File: config.mk
export PLATFORM = sky130hd
export DESIGN_NAME = bcd_serial_adder
export DESIGN_NICKNAME = d
export VERILOG_FILES = /design/src/rtl/bcd_serial_adder.sv
export SDC_FILE = /design/constraint.sdc
export NUM_CORES = 1
export LEC_CHECK = 0
export BUFFER_PORTS_ARGS = -buffer_cell sky130_fd_sc_hd__buf_2
export CORE_ASPECT_RATIO = 1.1
export CORE_MARGIN = 8
export CORE_UTILIZATION = 49
export CTS_CLUSTER_DIAMETER = 100
export DETAILED_ROUTE_END_ITERATION = 16
export PLACE_DENSITY = 0.73
export SLEW_MARGIN = 20
export SYNTH_ARGS = -nofsm -noshare
export SYNTH_HDL_FRONTEND = slang
export SYNTH_SLANG_ARGS = --single-unit
File: constraint.sdc
create_clock -name clock -period 3.4 [get_ports clock]
set_input_delay 0.34 -clock clock [delete_from_list [all_inputs] [get_ports clock]]
set_output_delay 0.34 -clock clock [all_outputs]
set_load 0.01 [all_outputs]
File: src/rtl/bcd_serial_adder.sv
// Digit-serial packed-BCD adder: one shared digit slice, LSD first, start/busy/done handshake.
// Optional ten's-complement subtract is enabled by defining BCD_SUB_EN.
module bcd_serial_adder #(
  parameter int unsigned DIGITS = 4
) (
  input  logic                  clock,
  input  logic                  reset,
  input  logic                  start,
  input  logic                  sub,
  input  logic                  cin,
  input  logic [4*DIGITS-1:0]   a,
  input  logic [4*DIGITS-1:0]   b,
  output logic                  busy,
  output logic                  done,
  output logic [4*DIGITS-1:0]   sum,
  output logic                  cout,
  output logic                  err
);

  localparam int unsigned W     = 4 * DIGITS;
  localparam int unsigned IDX_W = (DIGITS > 1) ? $clog2(DIGITS) : 1;

  typedef enum logic [1:0] {IDLE, RUN, DONE} state_t;

  state_t             state_q, state_d;
  logic [W-1:0]       a_q, a_d, b_q, b_d, sum_q, sum_d;
  logic [DIGITS-1:0]  inv_q, inv_d;
  logic [IDX_W-1:0]   idx_q, idx_d;
  logic               carry_q, carry_d;
  logic               busy_q, busy_d, done_q, done_d;
  logic               cout_q, cout_d, err_q, err_d;

  logic               sub_eff;
  logic [3:0]         dig_a, dig_b, dig_s;
  logic [4:0]         raw;
  logic               carry_nx, dig_inv;

`ifdef BCD_SUB_EN
  assign sub_eff = sub;
`else
  logic unused_sub;
  assign unused_sub = sub;
  assign sub_eff    = 1'b0;
`endif

  // Shared digit slice: select digit idx, add, decimal-correct
  always_comb begin
    dig_a   = 4'd0;
    dig_b   = 4'd0;
    dig_inv = 1'b0;
    for (int unsigned i = 0; i < DIGITS; i++) begin
      if (idx_q == IDX_W'(i)) begin
        dig_a   = a_q[4*i +: 4];
        dig_b   = b_q[4*i +: 4];
        dig_inv = inv_q[i];
      end
    end
    raw = 5'(dig_a) + 5'(dig_b) + 5'(carry_q);
    if (raw > 5'd9) begin
      dig_s    = 4'(raw + 5'd6);
      carry_nx = 1'b1;
    end else begin
      dig_s    = raw[3:0];
      carry_nx = 1'b0;
    end
  end

  always_comb begin
    state_d = state_q;
    a_d     = a_q;
    b_d     = b_q;
    inv_d   = inv_q;
    idx_d   = idx_q;
    carry_d = carry_q;
    sum_d   = sum_q;
    cout_d  = cout_q;
    err_d   = err_q;
    busy_d  = busy_q;
    done_d  = 1'b0;
    unique case (state_q)
      IDLE: begin
        if (start) begin
          a_d = a;
          // Invalid-digit mask is taken from the original operands, before complementing B
          for (int unsigned i = 0; i < DIGITS; i++) begin
            inv_d[i]       = (a[4*i +: 4] > 4'd9) || (b[4*i +: 4] > 4'd9);
            b_d[4*i +: 4]  = sub_eff ? 4'(4'd9 - b[4*i +: 4]) : b[4*i +: 4];
          end
          idx_d   = '0;
          carry_d = sub_eff ? 1'b1 : cin;
          err_d   = 1'b0;
          busy_d  = 1'b1;
          state_d = RUN;
        end
      end
      RUN: begin
        for (int unsigned i = 0; i < DIGITS; i++) begin
          if (idx_q == IDX_W'(i)) sum_d[4*i +: 4] = dig_s;
        end
        carry_d = carry_nx;
        idx_d   = idx_q + IDX_W'(1);
        if (dig_inv) err_d = 1'b1;
        if (idx_q == IDX_W'(DIGITS - 1)) begin
          cout_d  = carry_nx;
          busy_d  = 1'b0;
          done_d  = 1'b1;
          state_d = DONE;
        end
      end
      DONE: state_d = IDLE;
      default: state_d = IDLE;
    endcase
  end

  always_ff @(posedge clock or posedge reset) begin
    if (reset) begin
      state_q <= IDLE;
      a_q     <= '0;
      b_q     <= '0;
      inv_q   <= '0;
      idx_q   <= '0;
      carry_q <= 1'b0;
      sum_q   <= '0;
      cout_q  <= 1'b0;
      err_q   <= 1'b0;
      busy_q  <= 1'b0;
      done_q  <= 1'b0;
    end else begin
      state_q <= state_d;
      a_q     <= a_d;
      b_q     <= b_d;
      inv_q   <= inv_d;
      idx_q   <= idx_d;
      carry_q <= carry_d;
      sum_q   <= sum_d;
      cout_q  <= cout_d;
      err_q   <= err_d;
      busy_q  <= busy_d;
      done_q  <= done_d;
    end
  end

  assign busy = busy_q;
  assign done = done_q;
  assign sum  = sum_q;
  assign cout = cout_q;
  assign err  = err_q;

endmodule

==> results of run 1 <==
layout make-up:
cell class | count | share of cell area, %
clock buffers | 11 | 3.92
clock inverters | 4 | 0.693
inverters | 11 | 1.14
multi-input cells | 187 | 39.0
flip-flops and latches | 61 | 42.3
well taps | 77 | 2.67
repair buffers | 68 | 10.3
critical path, stage by stage (launching register included):
cell and delay (ns):
dfrtp_1 0.43, ha_4 0.21, nand3b_1 0.16, a21oi_1 0.15
a21oi_1 0.06, nor2_1 0.12, a21oi_2 0.05, fa_2 0.38
fa_2 0.37, xor2_2 0.19, ha_2 0.20, nand2b_1 0.06
a32oi_2 0.27, nand3_2 0.17, mux2i_4 0.27, o31ai_1 0.21
routing by layer:
metal | share of wire [%] | global-route usage [%]
met4 | 2.9 | 7.69
met5 | 0 | 0
met3 | 6.7 | 5.33
met1 | 43 | 20.7
met2 | 48 | 25.2
state kept, by name (all words and copies together) (netlist names), 2 cells and up:
name and count:
state_q 2, a_q 16, sum 16, idx_q 2, inv_q 4, b_q 16
worst min path at each step:
| stage | endpoint | from | cells past startpoint |
|---|---|---|---|
| floorplan | state_q[0]$_DFFE_PP0P_ | state_q[1]$_DFFE_PP0P_ | 1 |
| global placement | sum[15]$_DFFE_PP0P_ | sum[15]$_DFFE_PP0P_ | 2 |
| detailed placement | sum[6]$_DFFE_PP0P_ | sum[6]$_DFFE_PP0P_ | 2 |
| CTS | sum[12]$_DFFE_PP0P_ | reset | 2 |
| global route | sum[12]$_DFFE_PP0P_ | reset | 2 |
| finish | inv_q[1]$_DFFE_PP0P_ | reset | 2 |
through the flow:
step	util, %	setup TNS (ns)	cell area [µm²]	setup WS [ns]
finish	62.6	0	3610	0.0112
global placement	58.3	-0.0240	3360	-0.00863
CTS	61.5	0	3550	0.0422
global route	62.6	-2.42	3610	-0.241
floorplan	-	0	2940	0.00589
detailed placement	58.3	-1.11	3360	-0.176
placed cells by master (no fill, tap or decap), types with 8 or more instances in the layout:
cell type and count:
nand3b_1 9, buf_2 55, nand2_1 37, buf_4 13, o21ai_0 20, clkbuf_8 10, mux2_2 33, a21oi_1 22
nor2_1 10, dfrtp_1 61, inv_1 8
timing repair:
item | in CTS | in global routing
gates cloned | 0 | 0
gates resized for setup | 5 | 19
hold endpoints to repair | 0 | 0
setup endpoints to repair | 13 | 13
pin swaps | 2 | 8
hold buffers | 0 | 0
cell families (layout without fill, tap and decap cells):
logic type / Yosys count / in the layout / synth area share [%]
flip-flops: 61 / 61 / 52.4
AND/OR/NAND/NOR: 67 / 67 / 10.9
adder cells (fa/ha/maj): 11 / 11 / 5.24
AO/OA/AOI/OAI: 73 / 73 / 14.6
XOR/XNOR: 2 / 2 / 0.601
buffers and inverters: 24 / 94 / 3.22
multiplexers: 34 / 34 / 13.1
==> qor.csv, run 1 <==
stage,metric,value,unit
outcome,outcome,"complete, no violations",
route,drcViolationCount,0,
global_routing,grt_pass1_vias,2394,
floorplan,die_y,96.9,µm
cts,cts-root-buf,clkbuf_8,
route,first_pass_iters,4,
cts,clock_latency,0.34,ns
cts,cts_num_sinks,61,
synthesis,syn_area,2920,µm²
sta,rsz0062_at_grt,yes,
synthesis,synth.largest_area_cell,dfrtp_1,
route,routedWlPerCell,15.9,µm
floorplan,fp.dieArea,8680,µm²
synthesis,synth_cell_types,33,
route,viasPerCell,5.42,
flow_run,max_cap_violations,0,
route,drtIter0Drc,78,
setup_path,cp-start-kind,flip-flop,
global_routing,grt_max_degree,42,
setup_path,startpoint,idx_q[0]$_DFFE_PP0P_,
synthesis,yosysMostFrequentCell,dfrtp_1,
setup_path,crit_required,3.64,ns
sta,finalCritPeriodShare,99.7,%
setup_path,critPathCapture,sum[10]$_DFFE_PP0P_,
finish,multi_input_area,1410,µm²
sta,tightest_slew,1.06,ns
finish,seqCellArea,1530,µm²
synthesis,yosysWarnings,0,
cts,cts_tree,yes,
floorplan,fp.dieW,89.5,µm
floorplan,start_util,50.5,%
sta,hold_slack,0.143,ns
global_routing,antenna_found_initial,0,
cts,cts_made_buffers,9,
setup_path,setup.worst_path.end_class,flip-flop,
worst_hold_path,min-delay-path-class,in2async,
setup_path,r2r_start,idx_q[0]$_DFFE_PP0P_,
placement,port_buffers,55,
sta,hold_violations,0,
finish,fillCellCount,477,
global_routing,grt_pass1_wl,11300,µm
setup_path,worst-path-max-fanout,6,
placement,dp.cells,404,
setup_path,regToRegSetupSlack,0.01,ns
global_routing,grt_overflow_total,0,
floorplan,fp.coreArea,5770,µm²
synthesis,synth_cells,272,
synthesis,syn-num-nets,320,
route,num_vias,2269,
floorplan,io_pins,57,
cts,path_clk_slew,0.07,ns
synthesis,syn_avg_cell_area,10.7,µm²
setup_path,arrival,3.63,ns
setup_path,reg2reg_depth,15,
finish,nets,386,
synthesis,yosysSeqAreaShare,52.4,%
sta,drv_slew,0,
sta,fin_skew,0.00782,ns
synthesis,ys.flop_type,dfrtp_1,
cts,post_cts_buffers,0,
placement,dp.final_hpwl,4920,µm
finish,drive_gt1_share,40.6,%
sta,max_freq,295,MHz
cts,htree_levels,3,
finish,syn_to_final_growth,23.8,%
synthesis,synth_area_leaders,"dfrtp_1 52%, mux2_2 13%, nand2_1 4.8%",
placement,globalplace.congestion,0.793,
setup_path,r2r-end,sum[10]$_DFFE_PP0P_,
sta,setup_viol,0,
synthesis,synth_top_area_share,52.4,%
synthesis,yosys-top-cells-count,"61 x dfrtp_1, 37 x nand2_1, 33 x mux2_2",
synthesis,synth-async-reset-ratio,100,%
sta,slew-limit-headroom,29.0,%
synthesis,synth-edff-count,0,
route,final_antenna_net_count,0,
synthesis,synth_seq_cells,61,
route,routed_wl,6680,µm
floorplan,row_count,29,
finish,fin_cells,419,
global_routing,track_usage,16.6,%
cts,clockBufferDepth,2,
finish,antennaDiodeCount,0,
sta,period_needed,3.39,ns
setup_path,crit_type,reg2reg,
Power of run 1 is not shown: default switching activity piles up to over one toggle a cycle in this logic, so the estimate is an artifact.
==> run 2: changes to the inputs <==
Settings changed: CELL_PAD_IN_SITES_DETAIL_PLACEMENT set to 1, CELL_PAD_IN_SITES_GLOBAL_PLACEMENT set to 2, CORE_UTILIZATION 49 to 31, PLACE_DENSITY 0.73 to 0.72.
==> qor.csv, run 2 (synthesis gave the netlist of run 1 again) <==
stage,metric,value,unit
sta,fin_skew,0.00547,ns
sta,slew-limit-headroom,43.9,%
cts,clock_latency,0.34,ns
finish,drive_gt1_share,40.5,%
setup_path,path_cells,ha_4 > nand3b_1 > a21oi_1 > a21oi_1 > nor2_1 > a21oi_1 > fa_2 > fa_2 > xor2_2 > buf_4 > buf_4 > a32oi_2 > nand3_2 > mux2i_4 > o31ai_1,
route,num_vias,2269,
cts,cts_num_sinks,61,
route,drcViolationCount,0,
sta,setup_viol,3,
outcome,failed_checks,setup timing,
setup_path,crit_family,adder cells,
setup_path,worst-path-buf-inv,2,
global_routing,use_met1,15.3,%
outcome,outcome,"complete, but fails checks",
floorplan,fp.coreArea,9260,µm²
global_routing,track_usage,12.5,%
cts,htree_levels,3,
global_routing,grt_pass1_wl,12500,µm
cts,clockBufferDepth,2,
finish,nets,394,
sta,drv_slew,0,
finish,final_cell_mix,"60 x dfrtp_1, 55 x buf_2, 37 x nand2_1",
placement,port_buffers,55,
sta,rsz0062_at_grt,yes,
floorplan,fp.dieW,108,µm
global_routing,grt.busiest_layer,met2,
setup_path,path_common_cell,a21oi_1,
flow_run,max_cap_violations,0,
floorplan,row_count,37,
cts,cts-root-buf,clkbuf_8,
global_routing,use_met3,3.29,%
setup_path,critPathMaxStageDelay,0.44,ns
global_routing,use_met2,20.0,%
setup_path,crit_required,3.64,ns
sta,worst_slack,-0.0185,ns
route,viasPerCell,4.85,
finish,syn_to_final_growth,27.6,%
cts,cts_tree,yes,
sta,hold_violations,0,
setup_path,worst-path-max-fanout,8,
finish,antennaDiodeCount,0,
route,drtIter0Drc,31,
setup_path,arrival,3.66,ns
route,first_pass_iters,4,
finish,fillCellCount,1078,
placement,dp.final_hpwl,5820,µm
cts,path_clk_slew,0.07,ns
cts,cts_made_buffers,9,
sta,setup_tns,-0.0446,ns
sta,max_freq,293,MHz
setup_path,cp-start-kind,flip-flop,
setup_path,setup.worst_path.end_class,flip-flop,
global_routing,grt_max_degree,48,
placement,globalplace.congestion,0.722,
floorplan,die_y,118,µm
global_routing,grt_overflow_total,0,
worst_hold_path,min-delay-path-class,in2async,
sta,period_needed,3.42,ns
finish,final_common_cell,dfrtp_1,
route,final_antenna_net_count,0,
floorplan,start_util,31.5,%
sta,tightest_slew,0.840,ns
setup_path,crit_type,reg2reg,
route,routedWlPerCell,16.4,µm
placement,pre_cts_ws,-0.354,ns
floorplan,io_pins,57,
global_routing,antenna_found_initial,0,
setup_path,cp_slowest_cell,dfrtp_2,
global_routing,grt_pass1_vias,2521,
sta,finalCritPeriodShare,101,%
route,routed_wl,7680,µm
floorplan,fp.dieArea,12800,µm²
-- run 2: cell count changes in the layout (fill, tap and decap cells not counted), sizes merged --
| cell | before | now |
|---|---|---|
| buf | 68 | 76 |
| bufinv | 0 | 1 |
| clkinv | 2 | 5 |
| clkinvlp | 2 | 0 |
| inv | 11 | 10 |
-- run 2: worst paths after layout --
kind	start	end	slack, ns	depth (start not counted)
worst max-delay path	idx_q[0]$_DFFE_PP0P_	sum[10]$_DFFE_PP0P_	-0.02	15
worst min-delay path	reset	a_q[4]$_DFFE_PP0P_	0.13	2
worst max register to register	idx_q[0]$_DFFE_PP0P_	sum[10]$_DFFE_PP0P_	-0.02	15
worst min register to register	sum[6]$_DFFE_PP0P_	sum[6]$_DFFE_PP0P_	0.47	2
max in group asynchronous	reset	b_q[12]$_DFFE_PP0P_	2.61	3
min in group clock	a[12]	a_q[12]$_DFFE_PP0P_	0.22	2
-- run 2: layer usage --
metal | part of all wire [%] | vias to the layer above | wire length (µm)
met5 | 0 | - | 0
met4 | 1.7 | 0 | 128
met3 | 5.4 | 10 | 413
met2 | 48 | 47 | 3690
met1 | 45 | 1118 | 3450
li1 | - | 1094 | -
-- run 2: final cells by class --
class | instances | area, µm² | share of cell area, %
clock inverter | 5 | 50.0 | 1.34
multi-input combinational | 187 | 1380 | 37.1
timing repair buffer | 76 | 433 | 11.6
clock buffer | 11 | 141 | 3.80
inverter | 11 | 42.5 | 1.14
sequential | 61 | 1530 | 41.1
tap | 117 | 146 | 3.93
-- run 2: worst reg2reg max path, cell delays in order, from the launching register on --
cell and delay (ns):
dfrtp_2 0.44, ha_4 0.21, nand3b_1 0.16, a21oi_1 0.15
a21oi_1 0.07, nor2_1 0.11, a21oi_1 0.07, fa_2 0.39
fa_2 0.37, xor2_2 0.17, buf_4 0.14, buf_4 0.13
a32oi_2 0.29, nand3_2 0.16, mux2i_4 0.24, o31ai_1 0.22
-- run 2: metrics by stage --
| step | instance area, µm² | hold WS (ns) | utilization (%) | instances |
|---|---|---|---|---|
| 2_1_floorplan | 2940 | 0.457 | - | 272 |
| 3_3_place_gp | 3460 | 0.459 | 37.3 | 450 |
| 3_5_place_dp | 3460 | 0.468 | 37.3 | 450 |
| 4_1_cts | 3700 | 0.208 | 39.9 | 467 |
| 5_1_grt | 3720 | 0.214 | 40.2 | 468 |
| 6_report | 3720 | 0.134 | 40.2 | 468 |
-- run 2: timing repair --
action / CTS / global route
resized for setup: 10 / 4
gates cloned: 0 / 0
endpoints found under the setup margin: 14 / 13
hold buffers: 0 / 0
pin swaps: 4 / 6
buffers inserted: 1 / 1
Power of run 2 is left out for the same reason.
